**config.mk**
```make
export PLATFORM = sky130hd
export DESIGN_NAME = onctl_latch_mc
export DESIGN_NICKNAME = d
export VERILOG_FILES = /design/src/rtl/onctl_pkg.sv /design/src/rtl/onctl_deb.sv /design/src/rtl/onctl_latch_mc.sv
export SDC_FILE = /design/constraint.sdc
export NUM_CORES = 1
export LEC_CHECK = 0
export ABC_CLOCK_PERIOD_IN_PS = 2500
export CAP_MARGIN = 20
export CORE_MARGIN = 5
export CORE_UTILIZATION = 55
export CTS_BUF_LIST = sky130_fd_sc_hd__clkbuf_4 sky130_fd_sc_hd__clkbuf_8 sky130_fd_sc_hd__clkbuf_16
export CTS_CLUSTER_SIZE = 12
export DETAILED_ROUTE_END_ITERATION = 16
export PLACE_DENSITY_LB_ADDON = 0.3
export SYNTH_ARGS = -nofsm -noshare
export SYNTH_HDL_FRONTEND = slang
export SYNTH_SLANG_ARGS = --single-unit
```
**constraint.sdc**
```tcl
create_clock -name iClk_2M -period 2.5 [get_ports iClk_2M]
set_input_delay 0.5 -clock iClk_2M [delete_from_list [all_inputs] [get_ports iClk_2M]]
set_output_delay 0.5 -clock iClk_2M [all_outputs]
set_load 0.1 [all_outputs]
```
**src/rtl/onctl_pkg.sv**
```systemverilog
// Shared types and decode constants for the multi-channel ONCTL latch.
package onctl_pkg;

  // Per-channel latch state.
  typedef enum logic [1:0] {
    OFF       = 2'd0,
    WAIT_WAKE = 2'd1,
    ON        = 2'd2,
    FAULT     = 2'd3
  } onctl_state_e;

  // Filtered input code f = {SLP_S3_N, SLP_S4_N, ONCTL_N}.
  localparam logic [2:0] F_ON_REQ = 3'b110;
  localparam logic [2:0] F_REL_S5 = 3'b001;
  localparam logic [2:0] F_REL_S4 = 3'b011;
  localparam logic [2:0] F_REL_S3 = 3'b101;

  // True when ONCTL is released and the platform has left S0.
  function automatic logic f_is_release(input logic [2:0] f);
    f_is_release = (f == F_REL_S5) || (f == F_REL_S4) || (f == F_REL_S3);
  endfunction

endpackage

```
**src/rtl/onctl_deb.sv**
```systemverilog
// 1-bit two-flop synchroniser followed by a consecutive-sample debouncer.
// DEBOUNCE_CYC = 0 leaves only the synchroniser in the path.
module onctl_deb
  import onctl_pkg::*;
#(
  parameter int   DEBOUNCE_CYC = 4,
  parameter logic RST_VAL      = 1'b0
) (
  input  logic iClk_2M,
  input  logic iRst_n,
  input  logic raw,
  output logic filt
);

  logic sync1_r;
  logic sync2_r;

  // Two-flop synchroniser for the asynchronous pin.
  always_ff @(posedge iClk_2M) begin
    if (!iRst_n) begin
      sync1_r <= RST_VAL;
      sync2_r <= RST_VAL;
    end else begin
      sync1_r <= raw;
      sync2_r <= sync1_r;
    end
  end

  generate
    if (DEBOUNCE_CYC == 0) begin : g_bypass
      assign filt = sync2_r;
    end else begin : g_filter
      localparam int CW = (DEBOUNCE_CYC > 1) ? $clog2(DEBOUNCE_CYC) : 1;
      localparam logic [CW-1:0] CNT_LAST = CW'(DEBOUNCE_CYC - 1);

      logic [CW-1:0] cnt_r;
      logic          filt_r;

      // Count consecutive disagreeing samples; flip the output on the last one.
      always_ff @(posedge iClk_2M) begin
        if (!iRst_n) begin
          cnt_r  <= {CW{1'b0}};
          filt_r <= RST_VAL;
        end else if (sync2_r == filt_r) begin
          cnt_r  <= {CW{1'b0}};
          filt_r <= filt_r;
        end else if (cnt_r == CNT_LAST) begin
          cnt_r  <= {CW{1'b0}};
          filt_r <= sync2_r;
        end else begin
          cnt_r  <= cnt_r + CW'(1);
          filt_r <= filt_r;
        end
      end

      assign filt = filt_r;
    end
  endgenerate

endmodule

```
**src/rtl/onctl_latch_mc.sv**
```systemverilog
// Multi-channel ONCTL latch: conditions BMC/PCH pins per channel, holds the
// latched ONCTL_N low through power-button-override release while the
// platform stays in S0, and flags wakes that never complete.
module onctl_latch_mc
  import onctl_pkg::*;
#(
  parameter int CHANNELS         = 2,
  parameter int DEBOUNCE_CYC     = 4,
  parameter int WAKE_TIMEOUT_CYC = 2000000
) (
  input  logic                iClk_2M,
  input  logic                iRst_n,
  input  logic [CHANNELS-1:0] iEn,
  input  logic [CHANNELS-1:0] iBmcOnctlN,
  input  logic [CHANNELS-1:0] iSlpS3N,
  input  logic [CHANNELS-1:0] iSlpS4N,
  input  logic                iTimeoutClr,
  output logic [CHANNELS-1:0] oOnctlLatchN,
  output logic [CHANNELS-1:0] oWakeTimeout
);

  localparam int TW = (WAKE_TIMEOUT_CYC > 2) ? $clog2(WAKE_TIMEOUT_CYC) : 1;
  localparam logic [TW-1:0] TO_LAST = TW'(WAKE_TIMEOUT_CYC - 1);

  generate
    for (genvar ch = 0; ch < CHANNELS; ch++) begin : g_ch
      logic         onctl_f_s;
      logic         s3_f_s;
      logic         s4_f_s;
      logic [2:0]   f_s;
      onctl_state_e state_r;
      onctl_state_e state_nxt_s;
      logic [TW-1:0] cnt_r;
      logic [TW-1:0] cnt_nxt_s;
      logic         set_s;
      logic         latch_r;
      logic         flag_r;

      onctl_deb #(.DEBOUNCE_CYC(DEBOUNCE_CYC), .RST_VAL(1'b1)) u_deb_onctl (
        .iClk_2M (iClk_2M),
        .iRst_n  (iRst_n),
        .raw     (iBmcOnctlN[ch]),
        .filt    (onctl_f_s)
      );

      onctl_deb #(.DEBOUNCE_CYC(DEBOUNCE_CYC), .RST_VAL(1'b0)) u_deb_s3 (
        .iClk_2M (iClk_2M),
        .iRst_n  (iRst_n),
        .raw     (iSlpS3N[ch]),
        .filt    (s3_f_s)
      );

      onctl_deb #(.DEBOUNCE_CYC(DEBOUNCE_CYC), .RST_VAL(1'b0)) u_deb_s4 (
        .iClk_2M (iClk_2M),
        .iRst_n  (iRst_n),
        .raw     (iSlpS4N[ch]),
        .filt    (s4_f_s)
      );

      assign f_s = {s3_f_s, s4_f_s, onctl_f_s};

      // State and wake-timeout counter registers.
      always_ff @(posedge iClk_2M) begin
        if (!iRst_n) begin
          state_r <= OFF;
          cnt_r   <= {TW{1'b0}};
        end else begin
          state_r <= state_nxt_s;
          cnt_r   <= cnt_nxt_s;
        end
      end

      // Next-state decode; a wake request beats the timeout in WAIT_WAKE.
      always_comb begin
        state_nxt_s = state_r;
        cnt_nxt_s   = cnt_r;
        set_s       = 1'b0;
        if (!iEn[ch]) begin
          state_nxt_s = OFF;
          cnt_nxt_s   = {TW{1'b0}};
        end else begin
          case (state_r)
            OFF: begin
              if (f_s == F_ON_REQ) begin
                state_nxt_s = ON;
              end else if (!onctl_f_s) begin
                state_nxt_s = WAIT_WAKE;
                cnt_nxt_s   = {TW{1'b0}};
              end else begin
                state_nxt_s = OFF;
              end
            end
            WAIT_WAKE: begin
              if (f_s == F_ON_REQ) begin
                state_nxt_s = ON;
              end else if (onctl_f_s) begin
                state_nxt_s = OFF;
              end else if (cnt_r == TO_LAST) begin
                // Counter holds at its last value rather than wrapping.
                state_nxt_s = FAULT;
                set_s       = 1'b1;
              end else begin
                cnt_nxt_s   = cnt_r + TW'(1);
              end
            end
            ON: begin
              // ONCTL released while still in S0 (code 111) keeps the latch low.
              if (f_is_release(f_s)) begin
                state_nxt_s = OFF;
              end else begin
                state_nxt_s = ON;
              end
            end
            FAULT: begin
              if (onctl_f_s) begin
                state_nxt_s = OFF;
              end else begin
                state_nxt_s = FAULT;
              end
            end
            default: begin
              state_nxt_s = OFF;
              cnt_nxt_s   = {TW{1'b0}};
            end
          endcase
        end
      end

      // Registered outputs, aligned with the state register; a set beats a clear.
      always_ff @(posedge iClk_2M) begin
        if (!iRst_n) begin
          latch_r <= 1'b1;
          flag_r  <= 1'b0;
        end else begin
          latch_r <= (state_nxt_s != ON);
          if (set_s) begin
            flag_r <= 1'b1;
          end else if (iTimeoutClr) begin
            flag_r <= 1'b0;
          end else begin
            flag_r <= flag_r;
          end
        end
      end

      assign oOnctlLatchN[ch] = latch_r;
      assign oWakeTimeout[ch] = flag_r;
    end
  endgenerate

endmodule

```
Yosys cells after proc, flatten, opt, wreduce, memory -nomap -nowiden:

Index checks and enable logic that the tools add are counted.

* add/subtract/negate cells: 8
* equality and inequality tests: 40
* mux-type cells: 43
* bitwise operators: 7
* reductions and logical operators: 26

Operator list (count)
* two-way mux 21 bit: 10
* case mux 21 bit (2 select lines): 2
* adder 21 x 1 -> 21 bit (second input constant): 2
* equality test 21 bit (second input constant): 2
* two-way mux 2 bit: 14
* inequality test 2 bit (second input constant): 12
* equality test 2 bit (second input constant): 10
* OR reduction 3 bit: 6
* case mux 2 bit (4 select lines): 2
* AND reduction 2 bit: 8
* two-way mux 1 bit: 15
* adder 2 x 1 -> 2 bit (second input constant): 6
* equality test 3 bit (second input constant): 4
* AND reduction 6 bit: 2
* nonzero test 2 bit: 4
* inverter 1 bit: 7
* equality test 1 bit: 6
* equality test 3 x 1 -> 1 bit (second input constant): 2
* equality test 3 x 2 -> 1 bit (second input constant): 2
* equality test 2 x 1 -> 1 bit (second input constant): 2
* logical NOT 2 bit: 2
* logical OR 1 bit: 4

* flip-flop bits (word level): 80
* bits of input ports: 11
* output and inout port bits: 4
* word-level logic and storage cells: 156

Longest topological paths before layout:

Gate-level depths: netlist of run 1.

* depth in word-level cells: 7
* mapped depth: 10
* depth with buffers taken out: 6

Cells and area by module:

A second synthesis of run 1 with hierarchy kept.

* cells, all modules: 363
* area, all modules: 3512.1 µm²

By module, submodules not included
* onctl_latch_mc: instances 1, cells an instance 285, area each 2488.6 µm², seq. area each 1001.0 µm²
* onctl_deb (g_ch[0].u_deb_s3 ...): instances 4, cells an instance 13, area each 171.4 µm², seq. area each 100.1 µm²
* onctl_deb (g_ch[0].u_deb_onctl ...): instances 2, cells an instance 13, area each 168.9 µm², seq. area each 100.1 µm²

Worst setup path after synthesis of run 1:

OpenSTA, ideal clock, no wires.

* path type: register to register
* start: register g_ch[1].cnt_r[0]
* end: register g_ch[1].cnt_r[1]
* setup time: 70 ps
* arrival: 1875 ps
* required time: 2430 ps
* path slack: 555 ps
* stages on the path, launching flop included: 9
* path buffers: 2
* clock period less this slack: 1945 ps
* path through: dfxtp_1 -> ha_1 -> and2_0 -> clkbuf_1 -> and4_1 -> and2_1 -> buf_4 -> or4_1 -> a21oi_1

* word-level cells in the longest chain between the ends: 5
* elaborated cells on any way between the ends: 8
* classes of those cells: 1 x add/sub; 2 x eq/ne; 4 x mux; 1 x reduce/logical

RTL lines
* from (decl): RTL line onctl_latch_mc.sv:33 `logic [TW-1:0] cnt_r;`
* from (signal assigned): RTL line onctl_latch_mc.sv:66 `cnt_r <= {TW{1'b0}};`
* from (signal assigned): RTL line onctl_latch_mc.sv:69 `cnt_r <= cnt_nxt_s;`
* adder 21 x 1 -> 21 bit: RTL line onctl_latch_mc.sv:103 `cnt_nxt_s = cnt_r + TW'(1);`
* two-way mux 21 bit: RTL line onctl_latch_mc.sv:98 `end else if (cnt_r == TO_LAST) begin`
* two-way mux 21 bit: RTL line onctl_latch_mc.sv:96 `end else if (onctl_f_s) begin`
* two-way mux 21 bit: RTL line onctl_latch_mc.sv:94 `if (f_s == F_ON_REQ) begin`
* case mux 21 bit (2 select lines): RTL line onctl_latch_mc.sv:82 `case (state_r)`

Several ways; a longest one is shown, not always the timed one. The select of a mux whose other input is x is not followed.
A chain may end at the register's enable or synchronous reset.

Final worst setup path of run 1:

* start: register g_ch[0].u_deb_s4.g_filter.filt_r
* end: register g_ch[0].cnt_r[5]

* word-level cells in the longest chain between the ends: 3
* elaborated cells on any way between the ends: 4
* classes of those cells: 3 x eq/ne; 1 x reduce/logical

RTL lines
* from (decl): RTL line onctl_deb.sv:37 `logic filt_r;`
* from (signal assigned): RTL line onctl_deb.sv:46 `filt_r <= filt_r;`
* from (signal assigned): RTL line onctl_deb.sv:49 `filt_r <= sync2_r;`
* from (signal assigned): RTL line onctl_deb.sv:52 `filt_r <= filt_r;`
* equality test 3 bit (*): RTL line onctl_latch_mc.sv:84, onctl_latch_mc.sv:94
* inequality test 2 bit (no source line)
* AND reduction 6 bit (no source line) (*)
* to (signal assigned): RTL line onctl_latch_mc.sv:66
* to (signal assigned): RTL line onctl_latch_mc.sv:69
* to (decl): RTL line onctl_latch_mc.sv:33

Mark *: on every way between the ends. The rest lies on a longest branch, timed or not.

==> flow_summary.toml, run 1 <==
[finish]
fillers = 554
nNetsFinal = 416
multi_input_logic_area_mm2 = 0.00176
syn_to_final_growth_pct = 11.2
diodes = 0
sequential_cell_area_mm2 = 0.00160
layout_commonest_cell = "dfxtp_1"
final_cell_mix = "dfxtp_1, nand2_1, nor2_1, a21oi_1, nand3_1"
fraction_of_final_layout_cells_sized_beyond_drive_strength_1_pct = 8.96
layoutNonFillerInstCount = 479
post_route_design_area_mm2 = 0.00388

[timing]
relSlewSlack_pct = 45.6
fmax_mhz = 481
setup-violations-final = 0
setup_slack_ns = 0.422
final_hold_viols = 0
worst_hold_slack_ns = 0.415
final-max-slew-violation-count = 0
tns_ns = 0
fin_worst_skew_ns = 0.00756
grt_setup_unrepaired = "false"
finalCritPeriodShare_pct = 83.1
worstMarginPinSlew_ns = 0.811
final_period_minus_worst_setup_slack_ns = 2.08

[synthesis]
postSynthRegisterBits = 80
postSynth.asyncResetShare_pct = 0
main_combinational_cell_family_by_area_after_synthesis = "simple AND/OR/NAND/NOR gates"
ys.warnings.count = 0
synth_adder_area_share_pct = 2.87
synth_enable_flop_cells = 0
yosys.area_share.xor_xnor_pct = 5.52
multiplexer_share_of_the_synthesized_area_pct = 1.72
flip_flop_cell_with_the_highest_count_after_synthesis = "dfxtp_1"
syn_area_mm2 = 0.00349
synth.distinct_cells = 51
compound_gate_portion_of_the_synthesized_area_pct = 10.7
postSynthCellCount = 382
syn-num-nets = 401
synth.yosys.seq_area_share_pct = 45.9
basic_gate_share_of_the_synthesized_area_counting_and_or_nand_and_nor_cells_pct = 29.7
postSynthAreaPerCell_um2 = 9.13

[critical_path]
timing.critical_path.required_ns = 2.79
r2r_cells = 5
worstSetupPathType = "flip-flop to flip-flop"
regToRegEndpoint = "g_ch[0].cnt_r[5]"
startpoint_type = "flip-flop"
end_kind = "flip-flop"
r2r_start = "g_ch[0].u_deb_s4.filt"
critical_path_peak_fanout = 6
arrival_ns = 2.37
reg2reg_slack_ns = 0.42

[grt]
globalRouteOverflowTotal = 0
grt_usage_pct = 19.0
grt_antenna_before_repair = 0
first_global_vias = 2756
grt_pass1_wl_mm = 12.0
pin_count_of_the_biggest_net_entering_global_routing = 29

[pwr]
proportion_of_power_drawn_by_combinational_gates_pct = 2.8
p_switching_uw = 525
pwr-share-clk_pct = 42.2
power.internal_mw = 1.82
fraction_of_power_spent_switching_nets_pct = 22.4
irDropWorstVdd_mv = 0.451
pwr-share-seq_pct = 55.0
power_density_mw_per_mm2 = 605
cellLeakagePower_nw = 1.32

[routing]
route.detailed.vias_per_inst = 5.82
routedWlPerCell_um = 13.7
post-route-drc-count = 0
vias = 2789
iteration_count_of_the_initial_detailed_routing_pass = 4
detail-route-antenna-nets = 0
postRouteWirelength_mm = 6.58
violation_count_after_the_first_detailed_routing_iteration = 116

[cts]
cts_made_buffers = 9
cts.root.buffer_cell = "clkbuf_8"
tritoncts_num_sinks = 80
clock_path_buffers = 2
clk_pin_slew_worst_paths_ns = 0.08
h-tree-depth = 3
worstSkewPairLatency_ns = 0.35
tritoncts = "yes"

[worst_hold_path]
min_from = "g_ch[1].u_deb_onctl.sync1_r"
worst_hold_path.num_cells = 1
min-delay-path-class = "flip-flop to flip-flop"
timing.hold.worst_endpoint = "g_ch[1].u_deb_onctl.sync2_r"

[placed_design]
hpwl_after_detailed_placement_mm = 4.70
placed_cells = 463
finalWeightedCongestion = 0.861
total_of_buffers_placed_on_input_and_output_ports = 14
pre_cts_ws_ns = 0.141
placed_area_mm2 = 0.00366

[floorplan]
chipWidth_um = 89.6
boundaryPins = 15
placement_rows = 29
coreArea_mm2 = 0.00628
chipHeight_um = 89.6
initial_core_utilization_pct = 55.6
fp.dieArea_mm2 = 0.00804

[flow_run]
maxCapViolations = 0

[outcome]
outcome = "complete, no violations"
[worst max-delay path by stage]
stage,start,endpoint,slack [ns],cells after the start
finish,g_ch[0].u_deb_s4.filt,g_ch[0].cnt_r[5],0.42,5
detailed placement,iRst_n,g_ch[1].cnt_r[4],0.14,5
global placement,iRst_n,g_ch[1].cnt_r[9],0.23,5
CTS,g_ch[1].cnt_r[8],g_ch[1].cnt_r[2],0.26,5
global route,g_ch[0].u_deb_s4.filt,g_ch[0].cnt_r[5],0.32,5
floorplan,g_ch[1].cnt_r[0],g_ch[1].cnt_r[1],0.56,8
[synth_stat cells, types with 2 or more instances]
cell	count	share of area, %
inv_1	3	0.32
mux2i_1	6	1.7
o41ai_1	2	0.50
or4b_1	3	0.86
buf_6	3	0.97
buf_4	5	1.1
nand3_1	16	2.3
nand2b_1	5	0.90
o21ai_1	6	0.86
dfxtp_1	80	46
and2_1	13	2.3
or4_1	7	1.5
nor3_1	6	0.86
buf_1	2	0.22
nor2_1	31	3.3
nand4_1	10	1.8
nor4bb_1	2	0.57
ha_1	8	2.9
nor4b_1	7	1.8
or3_1	15	2.7
xnor2_1	12	3.0
and4_1	6	1.5
clkbuf_1	7	0.75
o211ai_1	10	2.2
nand2_1	34	3.7
a211o_1	2	0.50
o21ai_0	13	1.9
or2_2	2	0.36
and3_1	7	1.3
or2_1	2	0.36
nor4_1	8	1.4
a211oi_1	2	0.43
a21oi_1	20	2.9
xor2_1	10	2.5
[power by group through the flow]
stage	registers, mW	logic [mW]	clock network (mW)
finish	1.29	0.0656	0.990
global route	1.29	0.0727	1.08
CTS	1.29	0.0662	1.02
detailed placement	1.32	0.0662	0
global placement	1.32	0.0638	0
floorplan	1.32	0.0334	0
[per-layer routing]
layer | GRT usage (%) | vias to the layer above | routed length, um
li1 | - | 1424 | -
met4 | 7.17 | 0 | 88
met1 | 22.0 | 1308 | 2960
met5 | 0 | - | 0
met3 | 6.20 | 6 | 286
met2 | 32.5 | 51 | 3250
[state kept, by name, indices dropped and copies added (netlist names), 4 cells and up]
signal and flops:
g_ch.u_deb_s3.g_filter.cnt_r 4, g_ch.u_deb_s4.g_filter.cnt_r 4, g_ch.cnt_r 42, g_ch.u_deb_onctl.g_filter.cnt_r 4, g_ch.state_r 4
[metrics by stage]
| step | util, % | power (mW) |
|---|---|---|
| detailed placement | 58.4 | 1.39 |
| finish | 61.8 | 2.35 |
| CTS | 61.8 | 2.38 |
| floorplan | - | 1.35 |
| global placement | 58.4 | 1.38 |
| global route | 61.8 | 2.44 |
[logic make-up (layout without fill, tap and decap cells)]
group,Yosys count,in the layout
AOI/OAI and AO/OA,61,61
xor gates and xnor gates,22,22
adders and majority gates,8,8
buffers and inverters,22,42
DFF,80,80
muxes,6,6
and+or+nand+nor,183,183
[what timing repair did]
item / CTS / global route
endpoints found under the setup margin: 0 / 2
hold buffers: 0 / 0
resized for setup: 0 / 1
setup buffers: 0 / 0
[critical path, cell delays in order (launching register included)]
cell and delay (ns):
dfxtp_1 0.38, a211oi_1 0.72, and2_1 0.27, o21ai_1 0.16, or4_1 0.42, nand2_1 0.07
[final cells by class]
type                    count  area share, %
clock buffers              10           3.55
inverters                   4          0.387
well taps                  77           2.48
multi-input cells         280           45.5
flip-flops and latches     80           41.3
repair buffers             22           4.90
clock inverters             6           1.90
Note: power is estimated with default switching activity, not from simulation.
==> run 2: changes to the inputs <==
--- a/config.mk
+++ b/config.mk
@@ -5,7 +5,7 @@
 export SDC_FILE = /design/constraint.sdc
 export NUM_CORES = 1
 export LEC_CHECK = 0
-export ABC_CLOCK_PERIOD_IN_PS = 2500
+export ABC_CLOCK_PERIOD_IN_PS = 2060
 export CAP_MARGIN = 20
 export CORE_MARGIN = 5
 export CORE_UTILIZATION = 55
==> constraint.sdc (replaced) <==
create_clock -name iClk_2M -period 2.06 [get_ports iClk_2M]
set_input_delay 0.412 -clock iClk_2M [delete_from_list [all_inputs] [get_ports iClk_2M]]
set_output_delay 0.412 -clock iClk_2M [all_outputs]
set_load 0.1 [all_outputs]
==> run 2 against run 1 <==
Fmax increased by 7.6%. Sequential power increased by 22%. Clock power is 21% higher. Die area unchanged. Sequential share of layout area down 1.4 points. Cell count rose by 3.8%. Largest cell class unchanged. Highest routed layer unchanged.
==> flow_summary.toml, run 2 (same netlist as run 1, synthesis figures left out) <==
[grt]
grt_usage_pct = 18.3
pin_count_of_the_biggest_net_entering_global_routing = 19
grt_pass1_wl_mm = 11.6
grt_antenna_before_repair = 0
globalRouteOverflowTotal = 0
first_global_vias = 2663

[routing]
iteration_count_of_the_initial_detailed_routing_pass = 4
postRouteWirelength_mm = 6.75
detail-route-antenna-nets = 0
post-route-drc-count = 0
routedWlPerCell_um = 13.6
violation_count_after_the_first_detailed_routing_iteration = 141
vias = 2807
route.detailed.vias_per_inst = 5.65

[cts]
cts.root.buffer_cell = "clkbuf_8"
number_of_gates_given_a_new_drive_strength_after_cts = 0
worstSkewPairLatency_ns = 0.35
clock_path_buffers = 2
tritoncts = "yes"
cts_hold_repair.buffers = 0
cts.repair_timing.setup_buffer_count = 0
tritoncts_num_sinks = 80
clk_pin_slew_worst_paths_ns = 0.09
h-tree-depth = 3
cts_made_buffers = 9

[critical_path]
startpoint_type = "flip-flop"
critical_path_peak_fanout = 7
end_kind = "flip-flop"
timing.critical_path.required_ns = 2.35
arrival_ns = 2.22
worstSetupPathType = "flip-flop to flip-flop"

[finish]
largest_reg_flops = 42
fraction_of_final_layout_cells_sized_beyond_drive_strength_1_pct = 12.9
layout_commonest_cell = "dfxtp_1"
nNetsFinal = 434
layoutNonFillerInstCount = 497
post_route_design_area_mm2 = 0.00402
multi_input_logic_area_mm2 = 0.00176
largest_register = "g_ch.cnt_r"
sequential_cell_area_mm2 = 0.00160
fillers = 512
final_cell_mix = "dfxtp_1, nand2_1, nor2_1, buf_4, a21oi_1"
syn_to_final_growth_pct = 15.1
diodes = 0

[floorplan]
boundaryPins = 15
chipWidth_um = 89.6
chipHeight_um = 89.6
initial_core_utilization_pct = 55.6
fp.dieArea_mm2 = 0.00804
coreArea_mm2 = 0.00628
placement_rows = 29

[timing]
fmax_mhz = 518
final_hold_viols = 0
grt_setup_unrepaired = "false"
final-max-slew-violation-count = 0
fin_worst_skew_ns = 0.0117
worstMarginPinSlew_ns = 0.413
final_period_minus_worst_setup_slack_ns = 1.93
finalCritPeriodShare_pct = 93.8
relSlewSlack_pct = 72.4
setup_slack_ns = 0.128
setup-violations-final = 0

[pwr]
cellLeakagePower_nw = 1.42
p_total_mw = 2.85
irDropWorstVdd_mv = 0.545
power_density_mw_per_mm2 = 711

[flow_run]
maxCapViolations = 0

[placed_design]
finalWeightedCongestion = 0.805
placed_area_mm2 = 0.00380
total_of_buffers_placed_on_input_and_output_ports = 14
placed_cells = 481
pre_cts_ws_ns = -0.0165
hpwl_after_detailed_placement_mm = 4.98

[worst_hold_path]
min-delay-path-class = "flip-flop to flip-flop"

[outcome]
outcome = "complete, no violations"
run 2: final timing paths:
| kind | startpoint | endpoint | slack, ns | cells past startpoint |
|---|---|---|---|---|
| setup reg to reg | g_ch[1].cnt_r[12] | g_ch[1].cnt_r[19] | 0.13 | 6 |
| hold reg to reg | g_ch[0].u_deb_onctl.sync1_r | g_ch[0].u_deb_onctl.sync2_r | 0.42 | 1 |
| hold / removal | g_ch[0].u_deb_onctl.sync1_r | g_ch[0].u_deb_onctl.sync2_r | 0.42 | 1 |
| setup / recovery | g_ch[1].cnt_r[12] | g_ch[1].cnt_r[19] | 0.13 | 6 |
run 2: report_power, final:
part / switching, mW / leakage, nW / total (mW) / internal, mW
Clock: 0.592 / 0.105 / 1.20 / 0.610
Sequential: 0.00609 / 0.647 / 1.57 / 1.56
Combinational: 0.0417 / 0.663 / 0.0860 / 0.0442
Total: 0.640 / 1.42 / 2.85 / 2.21
run 2: metal layers:
layer | part of all wire [%] | track usage [%] | vias to the layer above
li1 | - | - | 1460
met1 | 47 | 21.8 | 1307
met2 | 49 | 32.0 | 30
met3 | 2.5 | 4.74 | 10
met4 | 1.5 | 6.09 | 0
met5 | 0 | 0 | -
run 2: critical path: stages (launching register included):
cell     delay, ns
dfxtp_1       0.34
buf_4         0.12
and4_1        0.25
nand4_1       0.37
nor2_4        0.20
or4b_1        0.45
a21oi_1       0.15
run 2: cell type report:
| class | count | area share, % |
|---|---|---|
| flip-flops and latches | 80 | 39.9 |
| clock inverters | 6 | 1.87 |
| multi-input cells | 280 | 43.9 |
| inverters | 4 | 0.374 |
| repair buffers | 40 | 8.10 |
| clock buffers | 10 | 3.43 |
| well taps | 77 | 2.40 |
run 2: metrics by stage:
| step | TNS (ns) | hold slack (ns) | util, % |
|---|---|---|---|
| 4_1_cts | 0 | 0.429 | 63.9 |
| 3_3_place_gp | 0 | 0.394 | 60.5 |
| 2_1_floorplan | 0 | 0.386 | - |
| 6_report | 0 | 0.424 | 64.0 |
| 3_5_place_dp | -0.0206 | 0.404 | 60.5 |
| 5_1_grt | 0 | 0.440 | 64.0 |
